$ cat config.mk
export PLATFORM = sky130hd
export DESIGN_NAME = screen_draw_ctrl_flat
export DESIGN_NICKNAME = d
export VERILOG_FILES = /design/src/rtl/screen_draw_ctrl_if.sv /design/src/rtl/screen_draw_ctrl.sv /design/src/flat_wrapper.sv
export SDC_FILE = /design/constraint.sdc
export NUM_CORES = 1
export LEC_CHECK = 0
export ABC_AREA = 1
export CORE_UTILIZATION = 35
export CTS_BUF_LIST = sky130_fd_sc_hd__clkbuf_2 sky130_fd_sc_hd__clkbuf_4 sky130_fd_sc_hd__clkbuf_8
export CTS_CLUSTER_SIZE = 16
export DETAILED_ROUTE_END_ITERATION = 10
export GPL_ROUTABILITY_DRIVEN = 0
export PLACE_DENSITY = 0.69
export SLEW_MARGIN = 20
export SYNTH_ARGS = -nofsm -noshare
export SYNTH_HDL_FRONTEND = slang
export SYNTH_SLANG_ARGS = --single-unit
$ cat constraint.sdc
create_clock -name CLOCK_50 -period 1.2 [get_ports CLOCK_50]
set_input_delay 0.24 -clock CLOCK_50 [delete_from_list [all_inputs] [get_ports CLOCK_50]]
set_output_delay 0.24 -clock CLOCK_50 [all_outputs]
set_load 0.005 [all_outputs]
$ cat src/rtl/screen_draw_ctrl_if.sv
// Circle-engine and VGA-adapter signal bundle around the screen draw sequencer.
// The master modport is the sequencer side; the slave modport is the engine/adapter side.
interface screen_draw_ctrl_if;
  localparam int unsigned X_W = 8;
  localparam int unsigned Y_W = 7;
  localparam int unsigned C_W = 3;

  logic           circ_start;
  logic           circ_plot;
  logic [X_W-1:0] circ_x;
  logic [Y_W-1:0] circ_y;
  logic [C_W-1:0] circ_colour;
  logic           circ_done;
  logic [X_W-1:0] vga_x;
  logic [Y_W-1:0] vga_y;
  logic [C_W-1:0] vga_colour;
  logic           vga_plot;

  modport master (
    output circ_start, vga_x, vga_y, vga_colour, vga_plot,
    input  circ_plot, circ_x, circ_y, circ_colour, circ_done
  );

  modport slave (
    input  circ_start, vga_x, vga_y, vga_colour, vga_plot,
    output circ_plot, circ_x, circ_y, circ_colour, circ_done
  );
endinterface

$ cat src/rtl/screen_draw_ctrl.sv
// One drawing pass: raster-clear the 160x120 frame, launch the circle engine, forward its pixels.
// Optional abort input enabled by defining SCREEN_DRAW_CTRL_ABORT_EN.
module screen_draw_ctrl #(
  parameter int unsigned SCREEN_W     = 160,
  parameter int unsigned SCREEN_H     = 120,
  parameter logic [2:0]  CLEAR_COLOUR = 3'b000
) (
  input  logic                CLOCK_50,
  input  logic                rst_n,
  input  logic                start,
`ifdef SCREEN_DRAW_CTRL_ABORT_EN
  input  logic                abort,
`endif
  output logic                busy,
  output logic                done,
  screen_draw_ctrl_if.master  bus
);
  localparam int unsigned X_W = 8;
  localparam int unsigned Y_W = 7;
  localparam logic [X_W-1:0] LAST_X = X_W'(SCREEN_W - 1);
  localparam logic [Y_W-1:0] LAST_Y = Y_W'(SCREEN_H - 1);

  typedef enum logic [2:0] {
    IDLE   = 3'd0,
    CLEAR  = 3'd1,
    LAUNCH = 3'd2,
    DRAW   = 3'd3,
    FINISH = 3'd4
  } state_t;

  state_t         state;
  logic [X_W-1:0] sx;
  logic [Y_W-1:0] sy;
  logic           abort_c;

`ifdef SCREEN_DRAW_CTRL_ABORT_EN
  assign abort_c = abort;
`else
  assign abort_c = 1'b0;
`endif

  // Sequencer with registered outputs; pulses default low every cycle.
  always_ff @(posedge CLOCK_50) begin
    if (!rst_n) begin
      state          <= IDLE;
      sx             <= '0;
      sy             <= '0;
      busy           <= 1'b0;
      done           <= 1'b0;
      bus.circ_start <= 1'b0;
      bus.vga_x      <= '0;
      bus.vga_y      <= '0;
      bus.vga_colour <= '0;
      bus.vga_plot   <= 1'b0;
    end else begin
      done           <= 1'b0;
      bus.circ_start <= 1'b0;
      bus.vga_plot   <= 1'b0;
      if (abort_c && (state != IDLE)) begin
        state <= IDLE;
        busy  <= 1'b0;
      end else begin
        case (state)
          IDLE: begin
            if (start) begin
              state <= CLEAR;
              sx    <= '0;
              sy    <= '0;
              busy  <= 1'b1;
            end else begin
              busy  <= 1'b0;
            end
          end
          CLEAR: begin
            bus.vga_x      <= sx;
            bus.vga_y      <= sy;
            bus.vga_colour <= CLEAR_COLOUR;
            bus.vga_plot   <= 1'b1;
            // Row-major scan; the last pixel of the last row ends the clear.
            if (sx == LAST_X) begin
              sx <= '0;
              if (sy == LAST_Y) begin
                sy    <= '0;
                state <= LAUNCH;
              end else begin
                sy <= sy + Y_W'(1);
              end
            end else begin
              sx <= sx + X_W'(1);
            end
          end
          LAUNCH: begin
            bus.circ_start <= 1'b1;
            state          <= DRAW;
          end
          DRAW: begin
            bus.vga_x      <= bus.circ_x;
            bus.vga_y      <= bus.circ_y;
            bus.vga_colour <= bus.circ_colour;
            bus.vga_plot   <= bus.circ_plot;
            if (bus.circ_done) begin
              state <= FINISH;
            end
          end
          FINISH: begin
            done  <= 1'b1;
            busy  <= 1'b0;
            state <= IDLE;
          end
          default: begin
            state <= IDLE;
            busy  <= 1'b0;
          end
        endcase
      end
    end
  end
endmodule

$ cat src/flat_wrapper.sv
// flat-port wrapper written by rule: the top's interface ports become plain ports
module screen_draw_ctrl_flat 
#(
  parameter int unsigned SCREEN_W     = 160,
  parameter int unsigned SCREEN_H     = 120,
  parameter logic [2:0]  CLEAR_COLOUR = 3'b000
)
  (CLOCK_50, rst_n, start, busy, done, bus_circ_start, bus_vga_x, bus_vga_y, bus_vga_colour, bus_vga_plot, bus_circ_plot, bus_circ_x, bus_circ_y, bus_circ_colour, bus_circ_done);
  screen_draw_ctrl_if bus_i ();
  input  logic CLOCK_50;
  input  logic rst_n;
  input  logic start;
  output logic busy;
  output logic done;
  output wire logic [$bits(bus_i.circ_start)-1:0] bus_circ_start;
  output wire logic [$bits(bus_i.vga_x)-1:0] bus_vga_x;
  output wire logic [$bits(bus_i.vga_y)-1:0] bus_vga_y;
  output wire logic [$bits(bus_i.vga_colour)-1:0] bus_vga_colour;
  output wire logic [$bits(bus_i.vga_plot)-1:0] bus_vga_plot;
  input wire logic [$bits(bus_i.circ_plot)-1:0] bus_circ_plot;
  input wire logic [$bits(bus_i.circ_x)-1:0] bus_circ_x;
  input wire logic [$bits(bus_i.circ_y)-1:0] bus_circ_y;
  input wire logic [$bits(bus_i.circ_colour)-1:0] bus_circ_colour;
  input wire logic [$bits(bus_i.circ_done)-1:0] bus_circ_done;
  assign bus_circ_start = bus_i.circ_start;
  assign bus_vga_x = bus_i.vga_x;
  assign bus_vga_y = bus_i.vga_y;
  assign bus_vga_colour = bus_i.vga_colour;
  assign bus_vga_plot = bus_i.vga_plot;
  assign bus_i.circ_plot = bus_circ_plot;
  assign bus_i.circ_x = bus_circ_x;
  assign bus_i.circ_y = bus_circ_y;
  assign bus_i.circ_colour = bus_circ_colour;
  assign bus_i.circ_done = bus_circ_done;
  screen_draw_ctrl #(.SCREEN_W(SCREEN_W), .SCREEN_H(SCREEN_H), .CLEAR_COLOUR(CLEAR_COLOUR)) u_core (.CLOCK_50(CLOCK_50), .rst_n(rst_n), .start(start), .busy(busy), .done(done), .bus(bus_i));
endmodule
==> metrics.txt, run 1 <==
status=complete, but fails checks; failing checks=setup timing; initial antenna violation count=0; P&R area growth vs syn=53.29%; Synth Register Bits=40; sequential share of the synthesized area=0.4089; Iteration-0 DRC Markers=97; Clock transition at path regs=0.08 ns; HPWL after DPL=3.541 mm; Die Y=76.80 µm; fin area=0.003002 mm²; actual slew at the worst max-slew pin=0.3084 ns; P_leak=1.454 nW; syn avg cell area=6.993 µm²; most frequent cells in the layout=86 x nand2_1, 34 x buf_4, 32 x inv_1; drt total wl=5.432 mm; Nets=390; Buffers & Inverters on Critical Path=0; count of cell types in the netlist=29; clk buf depth=2; largest family of logic cells by synthesized area=simple AND/OR/NAND/NOR gates; minimum clock period=1.338 ns; Worst path top cell family by delay=simple AND/OR/NAND/NOR gates; max-slew violations=0; Worst setup EP type=flip-flop; top routing layer used=met4; pre-CTS WS=-0.2926 ns; clk sink count=40; Max Freq=747.5 MHz; Met2 Wirelength=2.612 mm; worst-path cell with the longest stage delay=dfxtp_4; row count=26; max incr delay on CP=0.37 ns; Peak VDD IR=0.7334 mV; Final Hold Viols=0; Overall Global Routing Usage=0.1907; first-pass GRT wire length=9.032 mm; Starting Density=0.3739; # diodes=0; adder-cell share of the synthesized area=0.01278; Num CTS Buffers=5; CTS tree=built; Setup Skew=0.005840 ns; crit path launch type=flip-flop; Syn Std Cell Area=0.001958 mm²; Die Span X=76.80 µm; root buffer cell=clkbuf_8; power per cell area=1469 mW/mm²; critical path, cell by cell=ha_4 -> nand2_4 -> nor2_4 -> nand2_2 -> nand2_4 -> nand3_4 -> nand2_2 -> nand2_1 -> nor2_1; mux share of post-synthesis cell area=0; routed length on met3=197 µm; worst hold path type=flip-flop to flip-flop; Placed Area=0.002715 mm²; total vias in the final route=2043; Arr. time, crit path=1.57 ns; max-cap violation count=0; WS Path Type=flip-flop to flip-flop; Tcrit/Tclk final=1.115; H-tree depth=2; number of port buffers=44; fraction of the mapped netlist area in simple logic gates=0.3399; crit path max fanout=5; M1 WL=2.540 mm; slew margin rel.=0.7933; RSZ-0062 raised after global routing=true; Mapped Nets=305; antenna viol nets, final=0; DR WL/cell=12.46 µm; YS warnings=0; post-synthesis compound-gate area fraction=0.1278; DRT Pass-1 Iters=4; most common cell after layout, fill and taps aside=nand2_1; core area=0.005238 mm²; flop-to-flop setup slack=-0.14 ns; IO Pins=45; DRC=0; xor/xnor share of the synthesized area=0; GRT overflow=0; largest net degree at the start of global routing=20; Hold-fix buffers, CTS=0; vias in the first global route=1938; Clk Latency, worst-skew pair=0.29 ns; CP Data Required Time=1.43 ns; cells after synthesis=280; ratio of cells with drive above 1 in the final layout=0.2787; via/cell ratio=4.686; die area=0.005897 mm²; Finish-stage setup viols=18; Pwr Total=4.409 mW; setup ws final=-0.1379 ns
-- worst min-delay path: stages, from the launching register on --
cell and delay [ns]:
dfxtp_2 0.32, nand2_1 0.05, a21oi_1 0.05
-- path summary, 6_finish.rpt --
check                                         startpoint                       end  depth (start not counted)
worst max-delay path                        u_core.sx[1]           u_core.state[1]                          9
worst min-delay path            u_core.bus.vga_colour[2]  u_core.bus.vga_colour[2]                          2
worst max register to register              u_core.sx[1]           u_core.state[1]                          9
worst min register to register  u_core.bus.vga_colour[2]  u_core.bus.vga_colour[2]                          2
-- metal layers --
metal / track usage / up-vias
met2: 0.3143 / 41
li1: - / 1061
met1: 0.2444 / 932
met5: 0 / -
met4: 0.07115 / 0
met3: 0.03690 / 9
-- state kept, by name, indices dropped and copies added, names as in the netlist --
register,cells
u_core.busy,1
u_core.bus.vga_colour,3
u_core.sx,8
u_core.bus.vga_plot,1
u_core.bus.vga_x,8
u_core.state,3
u_core.done,1
u_core.bus.vga_y,7
u_core.bus.circ_start,1
u_core.sy,7
-- cell usage after synthesis --
master | number | area (µm²)
a21oi_1 | 12 | 60.06
a21oi_2 | 2 | 17.52
a22oi_1 | 11 | 82.58
a31oi_1 | 3 | 18.77
buf_1 | 1 | 3.750
buf_12 | 1 | 20.02
buf_2 | 4 | 20.02
buf_4 | 1 | 7.510
buf_6 | 2 | 22.52
clkbuf_1 | 1 | 3.750
dfxtp_1 | 40 | 800.8
ha_1 | 2 | 25.02
inv_1 | 35 | 131.4
inv_2 | 2 | 7.510
nand2_1 | 92 | 345.3
nand2_2 | 5 | 31.28
nand3_1 | 14 | 70.07
nand3_2 | 4 | 40.04
nand4_1 | 3 | 18.77
nor2_1 | 24 | 90.09
nor2_2 | 1 | 6.260
nor2_4 | 1 | 11.26
nor2_8 | 1 | 20.02
nor3_1 | 4 | 20.02
nor3b_2 | 1 | 12.51
o21ai_0 | 8 | 40.04
o21ai_1 | 2 | 10.01
o21bai_1 | 2 | 15.01
o22ai_1 | 1 | 6.260
-- layout make-up --
| class | instances | area (µm²) |
|---|---|---|
| fill | 506 | 2236 |
| timing repair buffer | 87 | 782.0 |
| inverter | 37 | 143.9 |
| sequential | 40 | 827.0 |
| clock buffer | 7 | 83.83 |
| tap | 70 | 87.58 |
| multi-input combinational | 194 | 1072 |
| clock inverter | 1 | 5.005 |
-- power by group --
part           switching [mW]  internal (mW)
Clock                   0.467          0.454
Sequential              0.136           1.50
Combinational           0.981          0.873
Total                    1.58           2.83
-- stage by stage --
stage                 util  hold slack, ns  cells  TNS [ns]
floorplan                -          0.3709    280   -0.1144
global placement    0.5184          0.4509    419    -3.668
detailed placement  0.5184          0.4592    419    -4.191
CTS                 0.5549          0.4655    431    -1.145
global route        0.5731          0.4844    436    -3.499
finish              0.5731          0.4624    436    -1.284
-- timing repair --
item	in CTS	in global routing
cloned	2	0
endpoints found under the setup margin	53	33
buffers inserted	2	5
pin swaps	15	7
resized for setup	55	19
-- cells by family (layout without fill, tap and decap cells) --
kind of cell,count (synthesis),after routing
AND/OR/NAND/NOR,150,151
buffers and inverters,47,132
AO/OA/AOI/OAI,41,41
flip-flops,40,40
adder cells (fa/ha/maj),2,2
Power figures use the tool's default switching activity.
==> inputs of run 2 (changes only) <==
==> constraint.sdc (replaced) <==
create_clock -name CLOCK_50 -period 1.2 [get_ports CLOCK_50]
set_input_delay 0.18 -clock CLOCK_50 [delete_from_list [all_inputs] [get_ports CLOCK_50]]
set_output_delay 0.18 -clock CLOCK_50 [all_outputs]
set_load 0.005 [all_outputs]
==> run 2 against run 1 <==
  * The run still ends with setup timing left
  * First-iteration DRC count decreased by 3.1%
  * Sequential power about the same
  * Count of clock-buffer cells in the layout decreased by 1
  * Clock skew increased by 0.0065 ns
  * Combinational power increased by 11%
  * Clock power increased by 4.1%
  * Sequential share of layout area decreased by 1.2 points
  * Core utilization increased by 2.9 points
  * Worst hold slack got worse by 0.038 ns
==> metrics.txt, run 2 (synthesis results as in run 1) <==
worst-path cell with the longest stage delay=dfxtp_4 (unchanged); DRC=0 (unchanged); crit path max fanout=5 (unchanged); Pwr Total=4.648 mW (was 4.409 mW); power per cell area=1474 mW/mm² (was 1469 mW/mm²); max incr delay on CP=0.36 ns (was 0.37 ns); die area=0.005897 mm² (unchanged); WS Path Type=flip-flop to flip-flop (unchanged); switching part of the total=0.3682 (was 0.3590); part of the power in the clock network=0.206 (was 0.209); Final Core Density=0.6020 (was 0.5731); Arr. time, crit path=1.56 ns (was 1.57 ns); row count=26 (unchanged); first-pass GRT wire length=8.928 mm (was 9.032 mm); hold path cells=3 (was 2); Final Hold Viols=0 (unchanged); Peak VDD IR=0.8171 mV (was 0.7334 mV); H-tree depth=2 (unchanged); actual slew at the worst max-slew pin=0.2347 ns (was 0.3084 ns); Max Freq=749.2 MHz (was 747.5 MHz); Num CTS Buffers=5 (unchanged); Overall Global Routing Usage=0.1923 (was 0.1907); Inst Count DP=419 (unchanged); Setup TNS=-0.8740 ns (was -1.284 ns); DRT Pass-1 Iters=4 (unchanged); GRT overflow=0 (unchanged); clk sink count=40 (unchanged); initial antenna violation count=0 (unchanged); Iteration-0 DRC Markers=94 (was 97); DR WL/cell=12.74 µm (was 12.46 µm); Setup Skew=0.01237 ns (was 0.005840 ns); max-slew violations=0 (unchanged); most frequent cells in the layout=84 x nand2_1, 33 x inv_1, 33 x buf_4 (was 86 x nand2_1, 34 x buf_4, 32 x inv_1); most common cell after layout, fill and taps aside=nand2_1 (unchanged); Starting Density=0.3739 (unchanged); Hold-fix buffers, CTS=0 (unchanged); Finish-stage setup viols=18 (unchanged); min-delay src=bus_circ_colour[2] (was u_core.bus.vga_colour[2]); register area=832.0 µm² (was 827.0 µm²); Die Span X=76.80 µm (unchanged); Sw Pwr=1.711 mW (was 1.583 mW); # diodes=0 (unchanged); max-cap violation count=0 (unchanged); via/cell ratio=4.689 (was 4.686); sequential power share=0.354 (was 0.371); number of port buffers=44 (unchanged); pre-CTS WS=-0.2208 ns (was -0.2926 ns); root buffer cell=clkbuf_8 (unchanged); CTS tree=built (unchanged); HPWL after DPL=3.562 mm (was 3.541 mm); Clock transition at path regs=0.09 ns (was 0.08 ns); worst hold path type=input pin to flip-flop (was flip-flop to flip-flop); Placed Area=0.002715 mm² (unchanged); r2r endpoint=u_core.state[1] (unchanged); worst hold endpoint=u_core.bus.vga_colour[2] (unchanged); clk buf depth=2 (unchanged); Int Pwr=2.937 mW (was 2.826 mW); flop-to-flop setup slack=-0.13 ns (was -0.14 ns); area of the multi-input gates=0.001175 mm² (was 0.001072 mm²); total vias in the final route=2054 (was 2043); ratio of cells with drive above 1 in the final layout=0.3451 (was 0.2787); setup ws final=-0.1347 ns (was -0.1379 ns); P&R area growth vs syn=61.02% (was 53.29%); critical path, cell by cell=ha_4 -> nand2_4 -> nor2_4 -> nand2_2 -> nand2_4 -> nand3_4 -> nand2_2 -> nand2_1 -> nor2_1 (unchanged); failing checks=setup timing (unchanged); vias in the first global route=1930 (was 1938); core area=0.005238 mm² (unchanged); IO Pins=45 (unchanged); r2r worst-path depth=9 (unchanged); drt total wl=5.579 mm (was 5.432 mm); combinational share of power=0.440 (was 0.421); fillers=444 (was 506); RSZ-0062 raised after global routing=true (unchanged); fin area=0.003153 mm² (was 0.003002 mm²); leading registers by flop count=u_core.bus.vga_x x8, u_core.sx x8 (unchanged); Tcrit/Tclk final=1.112 (was 1.115); Worst setup EP type=flip-flop (unchanged); status=complete, but fails checks (unchanged); slew margin rel.=0.8430 (was 0.7933); Clk Latency, worst-skew pair=0.29 ns (about the same); largest net degree at the start of global routing=20 (unchanged); worst r2r src=u_core.sx[1] (unchanged); P_leak=1.498 nW (was 1.454 nW); Die Y=76.80 µm (unchanged); minimum clock period=1.335 ns (was 1.338 ns); final cell count without fillers=438 (was 436); CP Data Required Time=1.43 ns (about the same); Nets=392 (was 390); hold_ws=0.4246 ns (was 0.4624 ns); crit path launch type=flip-flop (unchanged); antenna viol nets, final=0 (unchanged)
## run 2: per-layer routing
| metal | vias to the layer above | global-route usage | routed length (µm) |
|---|---|---|---|
| li1 | 1061 | - | - |
| met1 | 943 | 0.2344 | 2501 |
| met2 | 44 | 0.3232 | 2785 |
| met3 | 6 | 0.03452 | 204 |
| met4 | 0 | 0.09423 | 87 |
| met5 | - | 0 | 0 |
## run 2: how the worst max path moves through the flow
stage,from,end,slack (ns)
finish,u_core.sx[1],u_core.state[1],-0.13
global route,u_core.sx[1],u_core.state[1],-0.19
CTS,u_core.sx[1],u_core.state[1],-0.09
detailed placement,start,u_core.sy[1],-0.22
global placement,start,u_core.sy[1],-0.20
floorplan,u_core.sx[1],u_core.sy[5],-0.04
## run 2: critical path: cells and delay by family (launching register included)
kind	cells	cell delay (ns)
DFF	1	0.36
adders and majority gates	1	0.14
and+or+nand+nor	8	0.76
## run 2: what timing repair did
item                                    4_1_cts  5_1_grt
gates cloned                                  2        0
setup buffers                                 2        7
resized for setup                            65       40
pin swaps                                     4       27
endpoints found under the setup margin       55       34
## run 2: area by class of cell
cell class,count,area share
Tap cell,70,0.02778
Inverter,37,0.04484
Clock buffer,6,0.02619
Multi-Input combinational cell,194,0.3726
Clock inverter,2,0.004365
Timing Repair Buffer,89,0.2603
Sequential cell,40,0.2639
## run 2: power groups by stage
stage	Combinational [mW]	Clock (mW)	Sequential, mW
6_report	2.05	0.958	1.64
3_5_place_dp	1.51	0	1.62
4_1_cts	1.70	0.993	1.63
3_3_place_gp	1.49	0	1.62
5_1_grt	2.22	1.07	1.66
2_1_floorplan	0.871	0	1.64
==> inputs of run 3 (changes only) <==
--- a/config.mk
+++ b/config.mk
@@ -10,8 +10,9 @@
 export CTS_BUF_LIST = sky130_fd_sc_hd__clkbuf_2 sky130_fd_sc_hd__clkbuf_4 sky130_fd_sc_hd__clkbuf_8
 export CTS_CLUSTER_SIZE = 16
 export DETAILED_ROUTE_END_ITERATION = 10
+export DONT_BUFFER_PORTS = 1
 export GPL_ROUTABILITY_DRIVEN = 0
-export PLACE_DENSITY = 0.69
+export PLACE_DENSITY = 0.58
 export SLEW_MARGIN = 20
 export SYNTH_ARGS = -nofsm -noshare
 export SYNTH_HDL_FRONTEND = slang
==> run 3 against run 2 <==
  * The run ends with hold timing, setup timing left
  * Worst setup slack gained 0.023 ns
  * Clock skew shrank 0.0065 ns
  * Final cell count down 9.1%
  * Critical path depth down 1
  * Largest cell class unchanged
  * Sequential power about the same
  * Fmax increased by 1.8%
  * Wire length grew 0.93%
==> metrics.txt, run 3 (synthesis results as in run 1) <==
status=complete, but fails checks (unchanged); failing checks=hold timing, setup timing (was setup timing); Tcrit/Tclk final=1.093 (was 1.112); GRT overflow=0 (unchanged); part of the power in the clock network=0.253 (was 0.206); min-delay src=rst_n (was bus_circ_colour[2]); DRT Pass-1 Iters=4 (unchanged); crit path max fanout=3 (was 5); Starting Density=0.3739 (unchanged); Die Span X=76.80 µm (unchanged); minimum clock period=1.311 ns (was 1.335 ns); vias in the first global route=1875 (was 1930); IO Pins=45 (unchanged); Pwr Total=4.831 mW (was 4.648 mW); Nets=352 (was 392); max-cap violation count=0 (unchanged); worst r2r src=u_core.sx[0] (was u_core.sx[1]); row count=26 (unchanged); Setup TNS=-1.025 ns (was -0.8740 ns); largest net degree at the start of global routing=25 (was 20); flop-to-flop setup slack=-0.11 ns (was -0.13 ns); crit path launch type=flip-flop (unchanged); Num CTS Buffers=5 (unchanged); most common cell after layout, fill and taps aside=nand2_1 (unchanged); r2r endpoint=u_core.sx[6] (was u_core.state[1]); RSZ-0062 raised after global routing=true (unchanged); Final Hold Viols=13 (was 0); fin area=0.002820 mm² (was 0.003153 mm²); DR WL/cell=14.15 µm (was 12.74 µm); Sw Pwr=1.696 mW (was 1.711 mW); Setup Skew=0.005887 ns (was 0.01237 ns); leading registers by flop count=u_core.bus.vga_x x8, u_core.sx x8 (unchanged); worst hold path type=input pin to flip-flop (unchanged); WS Path Type=flip-flop to flip-flop (unchanged); ratio of cells with drive above 1 in the final layout=0.3628 (was 0.3451); combinational share of power=0.402 (was 0.440); worst hold endpoint=u_core.bus.vga_x[2] (was u_core.bus.vga_colour[2]); root buffer cell=clkbuf_8 (unchanged); clk buf depth=2 (unchanged); die area=0.005897 mm² (unchanged); initial antenna violation count=0 (unchanged); hold_ws=-0.01736 ns (was 0.4246 ns); Int Pwr=3.135 mW (was 2.937 mW); CP Data Required Time=1.43 ns (about the same); Clk Latency, worst-skew pair=0.30 ns (was 0.29 ns); DRC=0 (unchanged); slew margin rel.=0.7808 (was 0.8430); register area=818.3 µm² (was 832.0 µm²); max-slew violations=0 (unchanged); via/cell ratio=4.955 (was 4.689); number of port buffers=0 (was 44); Max Freq=762.7 MHz (was 749.2 MHz); H-tree depth=2 (unchanged); hold path cells=2 (was 3); sequential power share=0.345 (was 0.354); fillers=491 (was 444); P_leak=1.298 nW (was 1.498 nW); Placed Area=0.002277 mm² (was 0.002715 mm²); Arr. time, crit path=1.54 ns (was 1.56 ns); antenna viol nets, final=0 (unchanged); P&R area growth vs syn=44.03% (was 61.02%); drt total wl=5.631 mm (was 5.579 mm); area of the multi-input gates=0.001181 mm² (was 0.001175 mm²); Overall Global Routing Usage=0.1963 (was 0.1923); Die Y=76.80 µm (unchanged); Finish-stage setup viols=25 (was 18); Clock transition at path regs=0.08 ns (was 0.09 ns); HPWL after DPL=3.543 mm (was 3.562 mm); clk sink count=40 (unchanged); Peak VDD IR=0.6883 mV (was 0.8171 mV); Iteration-0 DRC Markers=125 (was 94); most frequent cells in the layout=78 x nand2_1, 33 x buf_4, 32 x inv_1, 32 x dfxtp_1, 22 x nor2_1 (was 84 x nand2_1, 33 x inv_1, 33 x buf_4); setup ws final=-0.1112 ns (was -0.1347 ns); switching part of the total=0.3510 (was 0.3682); actual slew at the worst max-slew pin=0.3270 ns (was 0.2347 ns); total vias in the final route=1972 (was 2054); first-pass GRT wire length=8.914 mm (was 8.928 mm); power per cell area=1713 mW/mm² (was 1474 mW/mm²); # diodes=0 (unchanged); CTS tree=built (unchanged); r2r worst-path depth=8 (was 9); core area=0.005238 mm² (unchanged); Worst setup EP type=flip-flop (unchanged)
==> run 3: cell count changes in the layout (fill, tap and decap cells not counted), moves of 4 or more <==
cell	previous run	this run
dfxtp_1	21	32
nor2_2	5	1
nand2_2	6	10
clkdlybuf4s50_1	22	0
dlygate4sd2_1	22	0
nand2_1	84	78
nor2_1	18	22
dfxtp_2	16	5
==> run 3: area by class of cell <==
| class | count | share of cell area |
|---|---|---|
| clock buffer | 7 | 0.03416 |
| clock inverter | 1 | 0.01065 |
| inverter | 37 | 0.05102 |
| multi-input combinational | 194 | 0.4188 |
| sequential | 40 | 0.2902 |
| tap | 70 | 0.03106 |
| timing repair buffer | 49 | 0.1642 |
==> run 3: critical path, stage by stage, from the launching register on <==
cell      delay (ns)
dfxtp_2         0.36
ha_4            0.14
nand2_4         0.05
nor2_4          0.16
buf_6           0.13
inv_4           0.03
o21bai_1        0.12
nand3_1         0.09
a21oi_1         0.16
==> run 3: how the worst max path moves through the flow <==
| stage | depth (start not counted) | slack (ns) | end | start |
|---|---|---|---|---|
| after global placement | 8 | -0.15 | u_core.sy[1] | u_core.sx[1] |
| after global routing | 8 | -0.18 | u_core.sx[6] | u_core.sx[0] |
| final | 8 | -0.11 | u_core.sx[6] | u_core.sx[0] |
| after detailed placement | 6 | -0.16 | u_core.sy[1] | u_core.state[1] |
| after CTS | 8 | -0.08 | u_core.sy[1] | u_core.sx[1] |
| after floorplan | 9 | -0.04 | u_core.sy[5] | u_core.sx[1] |
==> run 3: metal layers <==
layer,part of all wire,up-vias,GRT usage
met5,0,-,0
met4,0.011,0,0.09038
met3,0.057,6,0.06548
met2,0.49,46,0.3134
met1,0.44,933,0.2367
li1,-,987,-
==> run 3: power groups by stage <==
stage          clock, mW  sequential (mW)  combinational (mW)
6_report            1.22             1.67                1.94
5_1_grt             1.30             1.68                2.11
4_1_cts             1.24             1.65                1.52
3_5_place_dp           0             1.65                1.31
3_3_place_gp           0             1.64                1.30
2_1_floorplan          0             1.64               0.871
==> run 3: what timing repair did <==
action	CTS	global route
cloned	2	0
gates resized for setup	23	58
pin swaps	4	32
setup endpoints to repair	32	35
endpoints found under the hold margin	15	14
setup buffers	2	7
==> run 3: metrics by stage <==
stage / hold slack, ns / utilization / instances / worst slack [ns]
2_1_floorplan: 0.3109 / - / 280 / -0.03551
3_3_place_gp: 0.2813 / 0.4348 / 377 / -0.1481
3_5_place_dp: 0.2879 / 0.4348 / 377 / -0.1599
4_1_cts: -0.02433 / 0.4845 / 389 / -0.08273
5_1_grt: -0.02784 / 0.5385 / 398 / -0.1762
6_report: -0.01736 / 0.5385 / 398 / -0.1112
